[config.mk]
export PLATFORM = sky130hd
export DESIGN_NAME = exposure_readout_sequencer
export DESIGN_NICKNAME = d
export VERILOG_FILES = /design/src/rtl/exposure_readout_sequencer.sv
export SDC_FILE = /design/constraint.sdc
export NUM_CORES = 1
export LEC_CHECK = 0
export BUFFER_PORTS_ARGS = -buffer_cell sky130_fd_sc_hd__buf_4
export CAP_MARGIN = 20
export CORE_MARGIN = 5
export CORE_UTILIZATION = 50
export CTS_BUF_LIST = sky130_fd_sc_hd__clkbuf_8
export DETAILED_ROUTE_END_ITERATION = 10
export PLACE_DENSITY = 0.79
export SLEW_MARGIN = 15
export SYNTH_ARGS = -nofsm -noshare
export SYNTH_HDL_FRONTEND = slang
export SYNTH_SLANG_ARGS = --single-unit
[constraint.sdc]
create_clock -name clk -period 5.6 [get_ports clk]
set_input_delay 1.4 -clock clk [delete_from_list [all_inputs] [get_ports clk]]
set_output_delay 1.4 -clock clk [all_outputs]
set_load 0.01 [all_outputs]
[src/rtl/exposure_readout_sequencer.sv]
// Frame sequencer: per-subframe mask request and timed exposure, a pre-readout
// gap, then row-by-row readout with valid/ack handshake and a frame_done pulse.
//
// state     | meaning
// ----------+-----------------------------------------------------------
// IDLE      | waiting for exp_trigger low while armed
// MASK_REQ  | one-cycle mask_req pulse for the current subframe
// MASK_WAIT | waiting for mask_ready
// EXPOSE    | expose high for n_exp cycles
// GAP       | idle spacing before readout
// READOUT   | row_valid/row_addr offered, advance on row_ack
// DONE      | one-cycle frame_done pulse
module exposure_readout_sequencer #(
  parameter int SUBF_W     = 16,
  parameter int EXP_W      = 24,
  parameter int ROW_W      = 10,
  parameter int NUM_ROWS   = 320,
  parameter int GAP_CYCLES = 4
) (
  input  logic              clk,
  input  logic              rst_n,
  input  logic              exp_trigger,
  input  logic [SUBF_W-1:0] num_subframes,
  input  logic [EXP_W-1:0]  exp_cycles,
  output logic              mask_req,
  input  logic              mask_ready,
  output logic              expose,
  output logic [SUBF_W-1:0] subframe_idx,
  output logic              re_busy,
  output logic              row_valid,
  output logic [ROW_W-1:0]  row_addr,
  input  logic              row_ack,
  output logic              frame_done
);

  localparam int GAP_W = (GAP_CYCLES > 1) ? $clog2(GAP_CYCLES + 1) : 1;
  localparam logic [GAP_W-1:0] GAP_LOAD = GAP_W'(GAP_CYCLES);
  localparam logic [ROW_W-1:0] LAST_ROW = ROW_W'(NUM_ROWS - 1);

  typedef enum logic [2:0] {
    S_IDLE, S_MASK_REQ, S_MASK_WAIT, S_EXPOSE, S_GAP, S_READOUT, S_DONE
  } state_t;

  state_t            state, state_nxt;
  logic              armed;
  logic [SUBF_W-1:0] n_sub;
  logic [EXP_W-1:0]  n_exp;
  logic [EXP_W-1:0]  exp_cnt;
  logic [GAP_W-1:0]  gap_cnt;

  logic start, last_exp, last_sub, gap_end, last_row;

  assign start    = (state == S_IDLE) && !exp_trigger && armed;
  assign last_exp = (exp_cnt == '0);
  assign last_sub = (subframe_idx == n_sub - SUBF_W'(1));
  // Terminal count at 1 gives GAP_CYCLES idle cycles, and a single pass-through cycle when 0.
  assign gap_end  = (gap_cnt <= GAP_W'(1));
  assign last_row = (row_addr == LAST_ROW);

  always_comb begin
    state_nxt = state;
    unique case (state)
      S_IDLE:      if (start) state_nxt = S_MASK_REQ;
      S_MASK_REQ:  state_nxt = S_MASK_WAIT;
      S_MASK_WAIT: if (mask_ready) state_nxt = S_EXPOSE;
      S_EXPOSE:    if (last_exp) state_nxt = last_sub ? S_GAP : S_MASK_REQ;
      S_GAP:       if (gap_end) state_nxt = S_READOUT;
      S_READOUT:   if (row_ack && last_row) state_nxt = S_DONE;
      S_DONE:      state_nxt = S_IDLE;
      default:     state_nxt = S_IDLE;
    endcase
  end

  always_ff @(posedge clk or negedge rst_n) begin
    if (!rst_n) state <= S_IDLE;
    else        state <= state_nxt;
  end

  always_ff @(posedge clk or negedge rst_n) begin
    if (!rst_n) begin
      armed        <= 1'b0;
      n_sub        <= '0;
      n_exp        <= '0;
      exp_cnt      <= '0;
      gap_cnt      <= '0;
      subframe_idx <= '0;
      row_addr     <= '0;
    end else begin
      // A trigger seen high re-arms, even mid-frame; a stale low level cannot retrigger.
      if (exp_trigger)  armed <= 1'b1;
      else if (start)   armed <= 1'b0;

      if (start) begin
        n_sub        <= (num_subframes == '0) ? SUBF_W'(1) : num_subframes;
        n_exp        <= (exp_cycles == '0) ? EXP_W'(1) : exp_cycles;
        subframe_idx <= '0;
      end

      unique case (state)
        S_MASK_WAIT: if (mask_ready) exp_cnt <= n_exp - EXP_W'(1);
        S_EXPOSE: begin
          if (!last_exp)     exp_cnt <= exp_cnt - EXP_W'(1);
          else if (last_sub) gap_cnt <= GAP_LOAD;
          else               subframe_idx <= subframe_idx + SUBF_W'(1);
        end
        S_GAP:     if (!gap_end) gap_cnt <= gap_cnt - GAP_W'(1);
        S_READOUT: if (row_ack) row_addr <= last_row ? '0 : row_addr + ROW_W'(1);
        default: ;
      endcase
    end
  end

  assign mask_req   = (state == S_MASK_REQ);
  assign expose     = (state == S_EXPOSE);
  assign re_busy    = (state == S_READOUT);
  assign row_valid  = (state == S_READOUT);
  assign frame_done = (state == S_DONE);

endmodule

# Word level (Yosys, flattened, before mapping)
# Index checks and enable logic that the tools add are counted.
classes:
  n_shift: 0
  div_mod_pow: 0
  reduce_logical: 15
  n_eq_ne: 16
  n_mux: 23
  magnitude_cmp: 1
  addsub: 6
  bitwise_logic: 0
  mul: 0
ops:
  columns: ["operator", "count"]
  rows:
  - ["$mux W16", 5]
  - ["$mux W24", 3]
  - ["$logic_not A24 Y1", 2]
  - ["$pmux W24 S2", 1]
  - ["$sub A24 B1 Y24 const B", 2]
  - ["$mux W3", 9]
  - ["$pmux W3 S6", 1]
  - ["$add A16 B1 Y16 const B", 1]
  - ["$eq A16 B16 Y1", 1]
  - ["$logic_not A16 Y1", 1]
  - ["$sub A16 B1 Y16 const B", 1]
  - ["$add A10 B1 Y10 const B", 1]
  - ["$eq A10 B9 Y1 const B", 1]
  - ["$mux W10", 1]
  - ["$ne A2 B2 Y1 const B", 5]
  - ["$eq A3 B3 Y1 const B", 3]
  - ["$eq A3 B2 Y1 const B", 2]
  - ["$ne A2 B1 Y1 const B", 3]
  - ["$pmux W3 S2", 1]
  - ["$reduce_bool A2 Y1", 3]
  - ["$reduce_and A5 Y1", 1]
  - ["$reduce_and A4 Y1", 1]
  - ["$eq A3 B1 Y1 const B", 1]
  - ["$le A3 B1 Y1 const B", 1]
  - ["other kinds (7)", 10]
totals:
  latch_bits: 0
  regBits: 97
  wordCells: 69
  mem_count: 0
  rom_bits: 0
  output_inout_bits: 31
  in_bits: 45
  ram_bits: 0

# Longest topological paths before layout
logic_depth:
  word_depth: 7
  ltp_mapped: 13
  mapped_depth_nobuf: 9

# Worst setup path before layout
# OpenSTA, ideal clock, no wires.
synth_timing:
  path_type: "flip-flop to flip-flop"
  from: "register state[2]"
  to: "register exp_cnt[20]"
  setup_time_ns: 0.104
  stages_incl_launch_ff: 14
  path_buffers: 4
  arrival_time_ns: 3.477
  period_less_slack_ns: 3.581
  slack_ns: 2.019
  required_ns: 5.496
  cell_sequence: "dfrtp_1 -> nand3b_1 -> inv_2 -> buf_1 -> buf_1 -> clkbuf_1 -> buf_1 -> mux2i_1 -> ha_1 -> nand4_1 -> nor2b_1 -> and3_1 -> o21ai_0 -> a221oi_1"
synth_via:
  elab_chain_len: 3
  word_cells_on_any_way: 7
  classes_between: "4 x eq/ne; 1 x mux; 2 x reduce/logical"
synth_rtl:
  columns: ["item", "line", "text"]
  rows:
  - ["start: declaration", "44", "state_t state, state_nxt;"]
  - ["start signal: assignment", "76", "else state <= state_nxt;"]
  - ["$eq A3 B2 Y1 *", null, null]
  - ["net expose", "27", "output logic expose,"]
  - ["$ne A2 B2 Y1 (no source line) / $reduce_bool A2 Y1 (equally long branches)", null, null]
  - ["$reduce_and A3 Y1 (no source line)", null, null]
  - ["end signal: assignment", "100", "S_MASK_WAIT: if (mask_ready) exp_cnt <= n_exp - EXP_W'(1);"]
  - ["end signal: assignment", "102", "if (!last_exp) exp_cnt <= exp_cnt - EXP_W'(1);"]
  - ["end: declaration", "48", "logic [EXP_W-1:0] exp_cnt;"]
# The timed path passes the listed nets; every way through them passes the cells marked *.
# A chain may end at the register's enable or synchronous reset.

# Worst setup path after layout
layout_timing:
  from: "register state[1]"
  to: "register exp_cnt[20]"
layout_via:
  elab_chain_len: 3
  word_cells_on_any_way: 7
  classes_between: "4 x eq/ne; 1 x mux; 2 x reduce/logical"
layout_rtl:
  columns: ["item", "line", "text"]
  rows:
  - ["$eq A3 B2 Y1", "99", "unique case (state)"]
  - ["$ne A2 B2 Y1 (no source line) / $reduce_bool A2 Y1 (equally long branches)", null, null]
  - ["$reduce_and A3 Y1 (no source line)", null, null]
# Parallel ways exist; a longest one is shown, timed or not.

==> results.cfg <==
[floorplanning]
rows = 39
die_h_um = 119
num_io_pins = 76
die_width_um = 119
core_um2 = 11500
start_util_pct = 51.3
die_area_um2 = 14100

[synth]
yosys.cell_types.count = 72
synth_edf_count = 0
async_reset_ff_share_pct = 100
synth_seq_cells = 97
synth_top_cell_by_area = dfrtp_1
synth_adder_area_share_pct = 1.27
netlist.area_leader.share_pct = 41.1
synthFlopType = dfrtp_1
ys_warn_count = 0
synth-compound-area-share_pct = 16.9
synthCells = 625
synth_top_family_by_area = simple AND/OR/NAND/NOR gates
synth_xor_area_share_pct = 4.45
synthesis.area_um2 = 5910
synthSimpleGateAreaFrac_pct = 21.3
synth_nets = 676
synth_area_leaders = dfrtp_1, mux2_2, nand2_1
synth.yosys.seq_area_share_pct = 41.1
synth_mux_area_share_pct = 11.6
postSynthAreaPerCell_um2 = 9.46

[drt]
routed_via_density = 6.30
post-route-drc-count = 0
drtPass1Iterations = 5
wirelength_mm = 14.7
drt_iter0_drc = 359
antenna_left = 0
wl_per_cell_um = 17.7
vias = 5240

[finish]
postLayoutCellArea_um2 = 6750
post-route-util_pct = 58.6
drive_gt1_share_pct = 22.9
final_cell_count_no_fill = 832
antennaDiodeCount = 0
syn_to_final_growth_pct = 14.2
final_nets = 735

[sta]
finClkSkew_ns = 0.0132
fmax_mhz = 269
slew_headroom_pct = 36.6
worstMarginPinSlew_ns = 0.944
setup-violations-final = 0
min_period_ns = 3.71
setup_ws_ns = 1.89
hold-worst-slack_ns = 0.515
finalCritPeriodShare_pct = 66.3
timing.final.max_slew_violations = 0
tns_ns = 0
hold_viol = 0
rsz0062_at_grt = false

[global_route]
grt_overflow = 0
grt_pass1_vias = 5163
antenna_found_initial = 0
grt_usage_pct = 21.2
grt_pass1_wl_mm = 24.9
grt_max_degree = 57

[worst_setup_path]
worstSetupPathType = flip-flop to flip-flop
cp.required_ns = 5.88
cp-startpoint = state[1]
endpoint_kind = flip-flop
arrival_ns = 3.99
r2r-start = state[1]
start_kind = flip-flop
reg2reg_slack_ns = 1.89
cp_max_fo = 39

[placement]
dpl.cell_count = 815
gp_congestion = 0.914
place_area_um2 = 6550
hpwl_mm = 10.7
numPortBuffers = 75
pre_cts_slack_ns = 1.92

[cts]
cts_buffers = 9
cts_resized = 0
clock_tree.buffer_depth = 2
path_clk_slew_ns = 0.11
cts_tree = done
clock-root-buffer = clkbuf_8
cts_hold_buf = 0
htree_num_levels = 3
worstSkewPairLatency_ns = 0.38
post_cts_buffers = 0
cts_sinks = 97

[run]
cap_violations = 0

[pwr]
power_density_nw_per_um2 = 444
peakVddDrop_mv = 0.225
power_mw = 3.00
leakage_nw = 2.77

[min_path]
hold_path_startpoint = row_addr[9]
hp-class = flip-flop to flip-flop

[outcome]
outcome = complete, no violations
==> registers in the layout, summed over array words and instances, names as in the netlist <==
register / flops
gap_cnt: 3
exp_cnt: 24
n_sub: 16
armed: 1
row_addr: 10
state: 3
subframe_idx: 16
n_exp: 24
==> metal layers <==
| layer | GRT usage (%) | share of wire [%] | up-vias |
|---|---|---|---|
| li1 | - | - | 2452 |
| met1 | 29.2 | 45 | 2573 |
| met2 | 33.3 | 47 | 193 |
| met3 | 4.01 | 6.0 | 22 |
| met4 | 7.82 | 1.8 | 0 |
| met5 | 0 | 0 | - |
==> kinds of logic (layout without fill, tap and decap cells) <==
kind of cell | count (synthesis) | count (layout)
adders and majority gates | 6 | 6
muxes | 63 | 63
buffers and inverters | 47 | 111
and+or+nand+nor | 237 | 237
AOI/OAI and AO/OA | 145 | 145
DFF | 97 | 97
xor gates and xnor gates | 30 | 30
==> final timing paths <==
| kind | end | cells past startpoint |
|---|---|---|
| max | exp_cnt[20] | 11 |
| min | row_addr[9] | 1 |
| max reg2reg | exp_cnt[20] | 11 |
| min reg2reg | row_addr[9] | 1 |
| max in group asynchronous | exp_cnt[18] | 2 |
| min in group asynchronous | n_sub[0] | 1 |
==> Yosys cell counts (4+ instances only) <==
master,count
dfrtp_1,97
nand2_1,59
nor2_1,43
mux2_2,42
a21oi_1,35
o21ai_0,29
nand3_1,22
clkbuf_1,21
mux2i_1,21
nor3_1,21
nor4_1,19
xnor2_1,19
inv_1,13
or4_1,12
or3_1,11
xor2_1,11
a211oi_1,8
and3_1,8
nand4_1,8
o211ai_1,8
o31ai_1,8
a211o_1,6
buf_1,6
ha_1,6
o21a_1,6
a21o_1,4
a31oi_1,4
nand2b_1,4
nor2b_1,4
==> final cells by class <==
class / instances / area [um2]
Fill cell: 975 / 4770
Multi-Input combinational cell: 481 / 3290
Sequential cell: 97 / 2430
Timing Repair Buffer: 81 / 612
Tap cell: 143 / 179
Clock buffer: 9 / 124
Clock inverter: 7 / 63.8
Inverter: 14 / 52.6
==> power breakdown <==
| part | switching [mW] | internal [mW] | total (mW) |
|---|---|---|---|
| combinational | 0.686 | 0.588 | 1.27 |
| sequential | 0.336 | 0.937 | 1.27 |
| clock | 0.277 | 0.171 | 0.448 |
==> placed cells by master, fill, tap and decap left out, types with 9 or more instances in the layout <==
master and count:
mux2i_1 21, inv_1 13, nor3_1 21, dfrtp_1 97, nor2_1 43, or3_1 11
clkbuf_8 9, mux2_2 42, xor2_1 11, a21oi_1 35, nand2_1 59, o21ai_0 29
buf_4 80, nor4_1 19, xnor2_1 19, or4_1 11, nand3_1 22
==> worst max-delay path, stage by stage (launching register included) <==
cell	delay, ns
dfrtp_1	0.58
nand3b_1	0.12
buf_4	0.25
inv_2	0.29
buf_4	0.45
mux2i_1	0.29
ha_1	0.27
nand4_1	0.25
nor2b_1	0.40
and3_1	0.27
o21ai_0	0.09
a221oi_1	0.32
Note: power is estimated with default switching activity, not from simulation.
